--- src/rtl/ahb_master_arbiter_if.sv ---
`default_nettype none
// ============================================================================
//  Module      : ahb_master_arbiter_if
//  Description : Bundles the core-side imem/dmem request ports and the
//                AHB-Lite master port of the fetch/data arbiter.
//  Revision    : 1.0  initial release
// ============================================================================
interface ahb_master_arbiter_if;
  // Instruction-fetch requester
  logic        imem_req;
  logic [31:0] imem_addr;
  logic        imem_ready;
  logic [31:0] imem_rdata;
  logic        imem_err;
  // Data-memory requester
  logic        dmem_req;
  logic        dmem_we;
  logic [1:0]  dmem_size;
  logic [31:0] dmem_addr;
  logic [31:0] dmem_wdata;
  logic        dmem_ready;
  logic [31:0] dmem_rdata;
  logic        dmem_err;
  // AHB-Lite master port
  logic [31:0] HADDR;
  logic [1:0]  HTRANS;
  logic        HWRITE;
  logic [2:0]  HSIZE;
  logic [3:0]  HPROT;
  logic        HMASTLOCK;
  logic [31:0] HWDATA;
  logic [31:0] HRDATA;
  logic        HREADY;
  logic [1:0]  HRESP;

  // Arbiter view: consumes requests and bus responses, drives everything else
  modport master (
    input  imem_req, imem_addr,
    output imem_ready, imem_rdata, imem_err,
    input  dmem_req, dmem_we, dmem_size, dmem_addr, dmem_wdata,
    output dmem_ready, dmem_rdata, dmem_err,
    output HADDR, HTRANS, HWRITE, HSIZE, HPROT, HMASTLOCK, HWDATA,
    input  HRDATA, HREADY, HRESP
  );

  // Environment view: requesters plus bus fabric
  modport slave (
    output imem_req, imem_addr,
    input  imem_ready, imem_rdata, imem_err,
    output dmem_req, dmem_we, dmem_size, dmem_addr, dmem_wdata,
    input  dmem_ready, dmem_rdata, dmem_err,
    input  HADDR, HTRANS, HWRITE, HSIZE, HPROT, HMASTLOCK, HWDATA,
    output HRDATA, HREADY, HRESP
  );
endinterface
`default_nettype wire

--- src/rtl/ahb_master_arbiter.sv ---
`default_nettype none
// ============================================================================
//  Module      : ahb_master_arbiter
//  Description : Shares one AHB-Lite master port between instruction fetch
//                and data memory. Data has priority; fetch wins once after
//                STARVE_LIMIT consecutive data grants made while it waited.
//                Non-pipelined: IDLE -> ADDR -> DATA per transfer, with
//                misaligned/illegal data requests faulted without a bus cycle.
//  Revision    : 1.0  initial release
// ============================================================================
module ahb_master_arbiter #(
  parameter int unsigned STARVE_LIMIT = 4
) (
  input  wire logic           HCLK,
  input  wire logic           HRESET,
  ahb_master_arbiter_if.master bus
);

  localparam logic [3:0] c_STARVE_LIMIT = 4'(STARVE_LIMIT);
  localparam logic [1:0] c_HTRANS_IDLE  = 2'b00;
  localparam logic [1:0] c_HTRANS_NSEQ  = 2'b10;
  localparam logic [3:0] c_HPROT_FETCH  = 4'b0010;
  localparam logic [3:0] c_HPROT_DATA   = 4'b0011;
  localparam logic [2:0] c_HSIZE_WORD   = 3'b010;

  typedef enum logic [1:0] {
    S_IDLE  = 2'd0,
    S_ADDR  = 2'd1,
    S_DATA  = 2'd2,
    S_FAULT = 2'd3
  } state_t;

  state_t      r_state;
  state_t      w_state_nxt;

  // Latched transfer attributes; these are the AHB address-phase outputs
  logic [31:0] r_addr;
  logic        r_we;
  logic [2:0]  r_size;
  logic [3:0]  r_prot;
  logic [31:0] r_wdata;
  logic        r_owner_dmem;
  logic [3:0]  r_cnt;

  logic        w_grant_imem;
  logic        w_grant_dmem;
  logic        w_misaligned;
  logic        w_start_bus;
  logic        w_imem_ready;
  logic        w_imem_err;
  logic [31:0] w_imem_rdata;
  logic        w_dmem_ready;
  logic        w_dmem_err;
  logic [31:0] w_dmem_rdata;
  logic        w_unused_bits;

  // Fetch wins only when data is absent or fetch has been starved long enough
  assign w_grant_imem = bus.imem_req && (!bus.dmem_req || (r_cnt == c_STARVE_LIMIT));
  assign w_grant_dmem = bus.dmem_req && !w_grant_imem;

  // Illegal size or unaligned half/word data access never reaches the bus
  assign w_misaligned = (bus.dmem_size == 2'd3) ||
                        ((bus.dmem_size == 2'd1) && bus.dmem_addr[0]) ||
                        ((bus.dmem_size == 2'd2) && (bus.dmem_addr[1:0] != 2'b00));

  // Fetch is word-only and HRESP[1] carries no meaning for AHB-Lite
  assign w_unused_bits = ^{bus.imem_addr[1:0], bus.HRESP[1]};

  // State register; reset abandons any transfer in flight
  always_ff @(posedge HCLK or posedge HRESET) begin
    if (HRESET) begin
      r_state <= S_IDLE;
    end else begin
      r_state <= w_state_nxt;
    end
  end

  // Next-state decode and requester completion outputs
  always_comb begin
    w_state_nxt  = r_state;
    w_start_bus  = 1'b0;
    w_imem_ready = 1'b0;
    w_imem_err   = 1'b0;
    w_imem_rdata = 32'h0;
    w_dmem_ready = 1'b0;
    w_dmem_err   = 1'b0;
    w_dmem_rdata = 32'h0;
    case (r_state)
      S_IDLE: begin
        if (w_grant_dmem && w_misaligned) begin
          w_state_nxt = S_FAULT;
        end else if (w_grant_dmem || w_grant_imem) begin
          w_start_bus = 1'b1;
          w_state_nxt = S_ADDR;
        end
      end
      S_ADDR: begin
        if (bus.HREADY) begin
          w_state_nxt = S_DATA;
        end
      end
      S_DATA: begin
        // First ERROR cycle has HREADY=0 and simply waits here
        if (bus.HREADY) begin
          if (r_owner_dmem) begin
            w_dmem_ready = 1'b1;
            w_dmem_err   = bus.HRESP[0];
            w_dmem_rdata = bus.HRDATA;
          end else begin
            w_imem_ready = 1'b1;
            w_imem_err   = bus.HRESP[0];
            w_imem_rdata = bus.HRDATA;
          end
          w_state_nxt = S_IDLE;
        end
      end
      S_FAULT: begin
        w_dmem_ready = 1'b1;
        w_dmem_err   = 1'b1;
        w_state_nxt  = S_IDLE;
      end
      default: begin
        w_state_nxt = S_IDLE;
      end
    endcase
  end

  // Capture the winner's attributes only when a real bus cycle starts,
  // so HADDR and friends hold their last values through IDLE and FAULT
  always_ff @(posedge HCLK or posedge HRESET) begin
    if (HRESET) begin
      r_addr       <= 32'h0;
      r_we         <= 1'b0;
      r_size       <= c_HSIZE_WORD;
      r_prot       <= c_HPROT_FETCH;
      r_wdata      <= 32'h0;
      r_owner_dmem <= 1'b0;
    end else if (w_start_bus) begin
      if (w_grant_dmem) begin
        r_addr       <= bus.dmem_addr;
        r_we         <= bus.dmem_we;
        r_size       <= {1'b0, bus.dmem_size};
        r_prot       <= c_HPROT_DATA;
        r_wdata      <= bus.dmem_wdata;
        r_owner_dmem <= 1'b1;
      end else begin
        r_addr       <= {bus.imem_addr[31:2], 2'b00};
        r_we         <= 1'b0;
        r_size       <= c_HSIZE_WORD;
        r_prot       <= c_HPROT_FETCH;
        r_wdata      <= 32'h0;
        r_owner_dmem <= 1'b0;
      end
    end
  end

  // Starvation counter: counts data grants that overtook a waiting fetch
  always_ff @(posedge HCLK or posedge HRESET) begin
    if (HRESET) begin
      r_cnt <= 4'd0;
    end else if (r_state == S_IDLE) begin
      if (w_grant_imem || !bus.imem_req) begin
        r_cnt <= 4'd0;
      end else if (w_grant_dmem && (r_cnt < c_STARVE_LIMIT)) begin
        r_cnt <= r_cnt + 4'd1;
      end
    end
  end

  assign bus.HADDR      = r_addr;
  assign bus.HTRANS     = (r_state == S_ADDR) ? c_HTRANS_NSEQ : c_HTRANS_IDLE;
  assign bus.HWRITE     = r_we;
  assign bus.HSIZE      = r_size;
  assign bus.HPROT      = r_prot;
  assign bus.HMASTLOCK  = 1'b0;
  assign bus.HWDATA     = r_wdata;

  assign bus.imem_ready = w_imem_ready;
  assign bus.imem_err   = w_imem_err;
  assign bus.imem_rdata = w_imem_rdata;
  assign bus.dmem_ready = w_dmem_ready;
  assign bus.dmem_err   = w_dmem_err;
  assign bus.dmem_rdata = w_dmem_rdata;

endmodule
`default_nettype wire

--- src/flat_wrapper.sv ---
// flat-port wrapper written by rule: the top's interface ports become plain ports
module ahb_master_arbiter_flat 
#(
  parameter int unsigned STARVE_LIMIT = 4
)
  (HCLK, HRESET, bus_imem_req, bus_imem_addr, bus_imem_ready, bus_imem_rdata, bus_imem_err, bus_dmem_req, bus_dmem_we, bus_dmem_size, bus_dmem_addr, bus_dmem_wdata, bus_dmem_ready, bus_dmem_rdata, bus_dmem_err, bus_HADDR, bus_HTRANS, bus_HWRITE, bus_HSIZE, bus_HPROT, bus_HMASTLOCK, bus_HWDATA, bus_HRDATA, bus_HREADY, bus_HRESP);
  ahb_master_arbiter_if bus_i ();
  input  wire logic HCLK;
  input  wire logic HRESET;
  input wire logic [$bits(bus_i.imem_req)-1:0] bus_imem_req;
  input wire logic [$bits(bus_i.imem_addr)-1:0] bus_imem_addr;
  output wire logic [$bits(bus_i.imem_ready)-1:0] bus_imem_ready;
  output wire logic [$bits(bus_i.imem_rdata)-1:0] bus_imem_rdata;
  output wire logic [$bits(bus_i.imem_err)-1:0] bus_imem_err;
  input wire logic [$bits(bus_i.dmem_req)-1:0] bus_dmem_req;
  input wire logic [$bits(bus_i.dmem_we)-1:0] bus_dmem_we;
  input wire logic [$bits(bus_i.dmem_size)-1:0] bus_dmem_size;
  input wire logic [$bits(bus_i.dmem_addr)-1:0] bus_dmem_addr;
  input wire logic [$bits(bus_i.dmem_wdata)-1:0] bus_dmem_wdata;
  output wire logic [$bits(bus_i.dmem_ready)-1:0] bus_dmem_ready;
  output wire logic [$bits(bus_i.dmem_rdata)-1:0] bus_dmem_rdata;
  output wire logic [$bits(bus_i.dmem_err)-1:0] bus_dmem_err;
  output wire logic [$bits(bus_i.HADDR)-1:0] bus_HADDR;
  output wire logic [$bits(bus_i.HTRANS)-1:0] bus_HTRANS;
  output wire logic [$bits(bus_i.HWRITE)-1:0] bus_HWRITE;
  output wire logic [$bits(bus_i.HSIZE)-1:0] bus_HSIZE;
  output wire logic [$bits(bus_i.HPROT)-1:0] bus_HPROT;
  output wire logic [$bits(bus_i.HMASTLOCK)-1:0] bus_HMASTLOCK;
  output wire logic [$bits(bus_i.HWDATA)-1:0] bus_HWDATA;
  input wire logic [$bits(bus_i.HRDATA)-1:0] bus_HRDATA;
  input wire logic [$bits(bus_i.HREADY)-1:0] bus_HREADY;
  input wire logic [$bits(bus_i.HRESP)-1:0] bus_HRESP;
  assign bus_i.imem_req = bus_imem_req;
  assign bus_i.imem_addr = bus_imem_addr;
  assign bus_imem_ready = bus_i.imem_ready;
  assign bus_imem_rdata = bus_i.imem_rdata;
  assign bus_imem_err = bus_i.imem_err;
  assign bus_i.dmem_req = bus_dmem_req;
  assign bus_i.dmem_we = bus_dmem_we;
  assign bus_i.dmem_size = bus_dmem_size;
  assign bus_i.dmem_addr = bus_dmem_addr;
  assign bus_i.dmem_wdata = bus_dmem_wdata;
  assign bus_dmem_ready = bus_i.dmem_ready;
  assign bus_dmem_rdata = bus_i.dmem_rdata;
  assign bus_dmem_err = bus_i.dmem_err;
  assign bus_HADDR = bus_i.HADDR;
  assign bus_HTRANS = bus_i.HTRANS;
  assign bus_HWRITE = bus_i.HWRITE;
  assign bus_HSIZE = bus_i.HSIZE;
  assign bus_HPROT = bus_i.HPROT;
  assign bus_HMASTLOCK = bus_i.HMASTLOCK;
  assign bus_HWDATA = bus_i.HWDATA;
  assign bus_i.HRDATA = bus_HRDATA;
  assign bus_i.HREADY = bus_HREADY;
  assign bus_i.HRESP = bus_HRESP;
  ahb_master_arbiter #(.STARVE_LIMIT(STARVE_LIMIT)) u_core (.HCLK(HCLK), .HRESET(HRESET), .bus(bus_i));
endmodule
--- config.mk ---
export PLATFORM = sky130hd
export DESIGN_NAME = ahb_master_arbiter_flat
export DESIGN_NICKNAME = d
export VERILOG_FILES = /design/src/rtl/ahb_master_arbiter_if.sv /design/src/rtl/ahb_master_arbiter.sv /design/src/flat_wrapper.sv
export SDC_FILE = /design/constraint.sdc
export NUM_CORES = 1
export LEC_CHECK = 0
export ABC_AREA = 1
export BUFFER_PORTS_ARGS = -buffer_cell sky130_fd_sc_hd__buf_2
export CAP_MARGIN = 20
export CORE_MARGIN = 2
export CORE_UTILIZATION = 23
export DETAILED_ROUTE_END_ITERATION = 7
export GPL_TIMING_DRIVEN = 0
export PLACE_DENSITY = 0.5
export REMOVE_ABC_BUFFERS = 1
export SYNTH_ARGS = -nofsm -noshare
export SYNTH_HDL_FRONTEND = slang
export SYNTH_SLANG_ARGS = --single-unit
--- constraint.sdc ---
create_clock -name HCLK -period 3.4 [get_ports HCLK]
set_input_delay 0.34 -clock HCLK [delete_from_list [all_inputs] [get_ports HCLK]]
set_output_delay 0.34 -clock HCLK [all_outputs]
set_load 0.02 [all_outputs]
==> flow_summary.json <==
{
  "status": "finished, final reports clean",
  "cts-buffers-inserted": 9,
  "cts_buffer_depth": 2,
  "vias_per_cell": 3.99,
  "fin_worst_hold_slack_ps": 232,
  "hold_path_class": "in -> reg",
  "syn_area_sq_mm": 0.00396,
  "syn-mean-instance-area_sq_um": 6.94,
  "antenna_found_initial": 2,
  "routedWlPerCell_um": 12.6,
  "number_of_levels_in_the_clock_h_tree": 3,
  "clock.fmax_mhz": 362,
  "type_of_destination_of_the_critical_path": "register",
  "first_pass_iters": 4,
  "pre_cts_setup_slack_ps": 191,
  "cts_tree": "built",
  "place.gp.congestion": 0.736,
  "vias_in_the_first_global_route": 4095,
  "yosys.cell_types.count": 22,
  "fin_cells": 1049,
  "yosys_register_bits": 74,
  "layout.area.seq_sq_mm": 0.00185,
  "timing.final.setup_violations": 0,
  "count_of_final_hold_check_violations": 0,
  "crit_fanout": 37,
  "finalWorstSetupSlack_ps": 636,
  "detail_route.iter0.violations": 129,
  "chipWidth_um": 135,
  "yosys.area.top_type": "sky130_fd_sc_hd__dfrtp_1",
  "design.die.area_sq_mm": 0.0183,
  "global_route.usage.total_pct": 14.4,
  "maxSlewViolCount": 0,
  "clock-root-buffer": "sky130_fd_sc_hd__clkbuf_16",
  "grt_setup_unrepaired": "false",
  "grt_first_pass_wirelength_um": 20700,
  "grt_max_degree": 70,
  "required_ps": 3630,
  "postCtsSetupBuffers": 0,
  "cellPowerDensity_mw_per_mm2": 756,
  "synth-seq-area-share_pct": 46.8,
  "core-area_sq_mm": 0.0167,
  "multi_input_comb_area_sq_mm": 0.00160,
  "timing_worst_setup_path_type": "in -> reg",
  "timing.max_slew.rel_slack_pct": 27.1,
  "utilization_pct": 34.8,
  "worst-slew-pin-transition_ps": 1090,
  "clk-insertion-delay-late_ps": 340,
  "net_count_of_the_finished_layout": 963,
  "ios": 281,
  "leakagePower_uw": 0.00375,
  "synth.top_cells.by_area": "sky130_fd_sc_hd__dfrtp_1, sky130_fd_sc_hd__nand2_1, sky130_fd_sc_hd__nand3_1",
  "nFillCells": 1829,
  "num_vias": 4181,
  "worstPathArrival_ps": 3000,
  "area_delta_synth_final_pct": 46.7,
  "global_route.overflow_total": 0,
  "dieHeight_um": 135,
  "fin_crit_sh_pct": 81.3,
  "drt_wl_total_um": 13200,
  "clock_sinks": 74,
  "portBuffers": 271,
  "drt_drc_violations_left": 0,
  "dp.final_hpwl_um": 9810,
  "synth.yosys.warnings": 0,
  "tns_ps": 0,
  "clk_transition_reported_paths_ps": 60,
  "post_route_antenna_net_violation_count": 0,
  "post_synth_top_area_share_pct": 46.2,
  "timing.max_cap.violations": 0,
  "drive_above_1_share_pct": 36.1,
  "placed_cells": 1031,
  "initial_core_util_pct": 23.7,
  "final.setup_skew_ps": 8.63,
  "period_minus_slack_ps": 2760,
  "power.ir.vdd_worst_uv": 326,
  "synthCells": 570,
  "floorplan.rows": 47,
  "startpoint_type": "primary input"
}
## final cells by class
class / count / share of cell area [%]
multi-input combinational: 375 / 27.5
tap: 220 / 4.74
sequential: 74 / 31.9
inverter: 86 / 5.60
clock buffer: 9 / 3.88
antenna: 1 / 0.0431
timing repair buffer: 277 / 25.5
clock inverter: 7 / 0.776
## worst max-delay path, cell delays in order
cell and delay, ps:
sky130_fd_sc_hd__buf_2 530, sky130_fd_sc_hd__nor2_1 230, sky130_fd_sc_hd__nor2_4 720, sky130_fd_sc_hd__nand3_2 710, sky130_fd_sc_hd__o21ai_0 420
## registers in the layout, indices dropped and copies added, names as in the netlist
register,flops
u_core.bus.HADDR,32
u_core.bus.HWDATA,32
u_core.r_cnt,4
u_core.bus.HSIZE,2
u_core.r_state,2
u_core.bus.HPROT,1
u_core.bus.HWRITE,1
## stage by stage
stage               area [sq um]  total power (uW)
CTS                         5800              4480
global placement            5400              3540
floorplan                   3770              2730
global route                5800              4760
finish                      5800              4390
detailed placement          5520              3570
## cells by family after synthesis
| kind of cell | share of synthesized area (%) |
|---|---|
| buf+inv | 13.3 |
| xor+xnor | 0.221 |
| simple gates | 33.5 |
| fa+ha+maj | 0.632 |
| flops | 46.8 |
| other cells | 0.190 |
| compound gates | 5.37 |
## per-layer routing
layer  global-route usage, %  share of wire [%]  wire length, um  vias up
met2                    23.6                 46             6060      160
met1                    17.5                 43             5710     1782
met5                       0               0.12               16        -
li1                        -                  -                -     2213
met3                    4.60                8.3             1090       24
met4                    5.79                2.4              318        2
## report_power, final
part	internal, uW	total (uW)	switching (uW)
sequential	1270	1480	211
clock	492	872	380
combinational	649	2030	1380
total	2410	4390	1970
## cells in the mapped netlist
library cell and n:
sky130_fd_sc_hd__nand2_2 1, sky130_fd_sc_hd__a22oi_1 1, sky130_fd_sc_hd__nor2_4 2, sky130_fd_sc_hd__dfstp_2 1, sky130_fd_sc_hd__o21ai_0 29, sky130_fd_sc_hd__inv_1 85
sky130_fd_sc_hd__clkbuf_1 11, sky130_fd_sc_hd__buf_1 7, sky130_fd_sc_hd__dfrtp_1 73, sky130_fd_sc_hd__nand3_1 64, sky130_fd_sc_hd__conb_1 2, sky130_fd_sc_hd__ha_1 2
sky130_fd_sc_hd__nor2_1 76, sky130_fd_sc_hd__buf_4 7, sky130_fd_sc_hd__o21ai_1 12, sky130_fd_sc_hd__buf_6 2, sky130_fd_sc_hd__nand4_1 2, sky130_fd_sc_hd__xor2_1 1
sky130_fd_sc_hd__nand3_2 1, sky130_fd_sc_hd__buf_2 12, sky130_fd_sc_hd__inv_2 1, sky130_fd_sc_hd__nand2_1 178
## path summary, 6_finish.rpt
path                                    endpoint  depth (start not counted)  slack [ps]                 start
min in group asynchronous      u_core.bus.HWRITE                          3         520                HRESET
min                        u_core.bus.HWDATA[17]                          3         230    bus_dmem_wdata[17]
max                         u_core.bus.HWDATA[0]                          5         640          bus_dmem_req
max in group asynchronous    u_core.bus.HSIZE[1]                          4        2280                HRESET
min reg2reg                 u_core.bus.HADDR[27]                          2         470  u_core.bus.HADDR[27]
max reg2reg                 u_core.bus.HADDR[23]                          9         720       u_core.r_cnt[0]
## timing repair
action	in CTS	in global routing
resized for setup	0	0
hold buffers	1	0
endpoints found under the hold margin	19	0
## cells in the final DEF, fill, tap and decap left out, drive strengths merged
cell type	n
a22oi	1
buf	276
clkbuf	9
clkinv	5
clkinvlp	1
conb	6
dfrtp	73
dfstp	1
diode	1
dlygate4sd3	1
ha	2
inv	87
nand2	179
nand3	65
nand4	2
nor2	78
o21ai	41
xor2	1
Note: power is estimated with default switching activity, not from simulation.
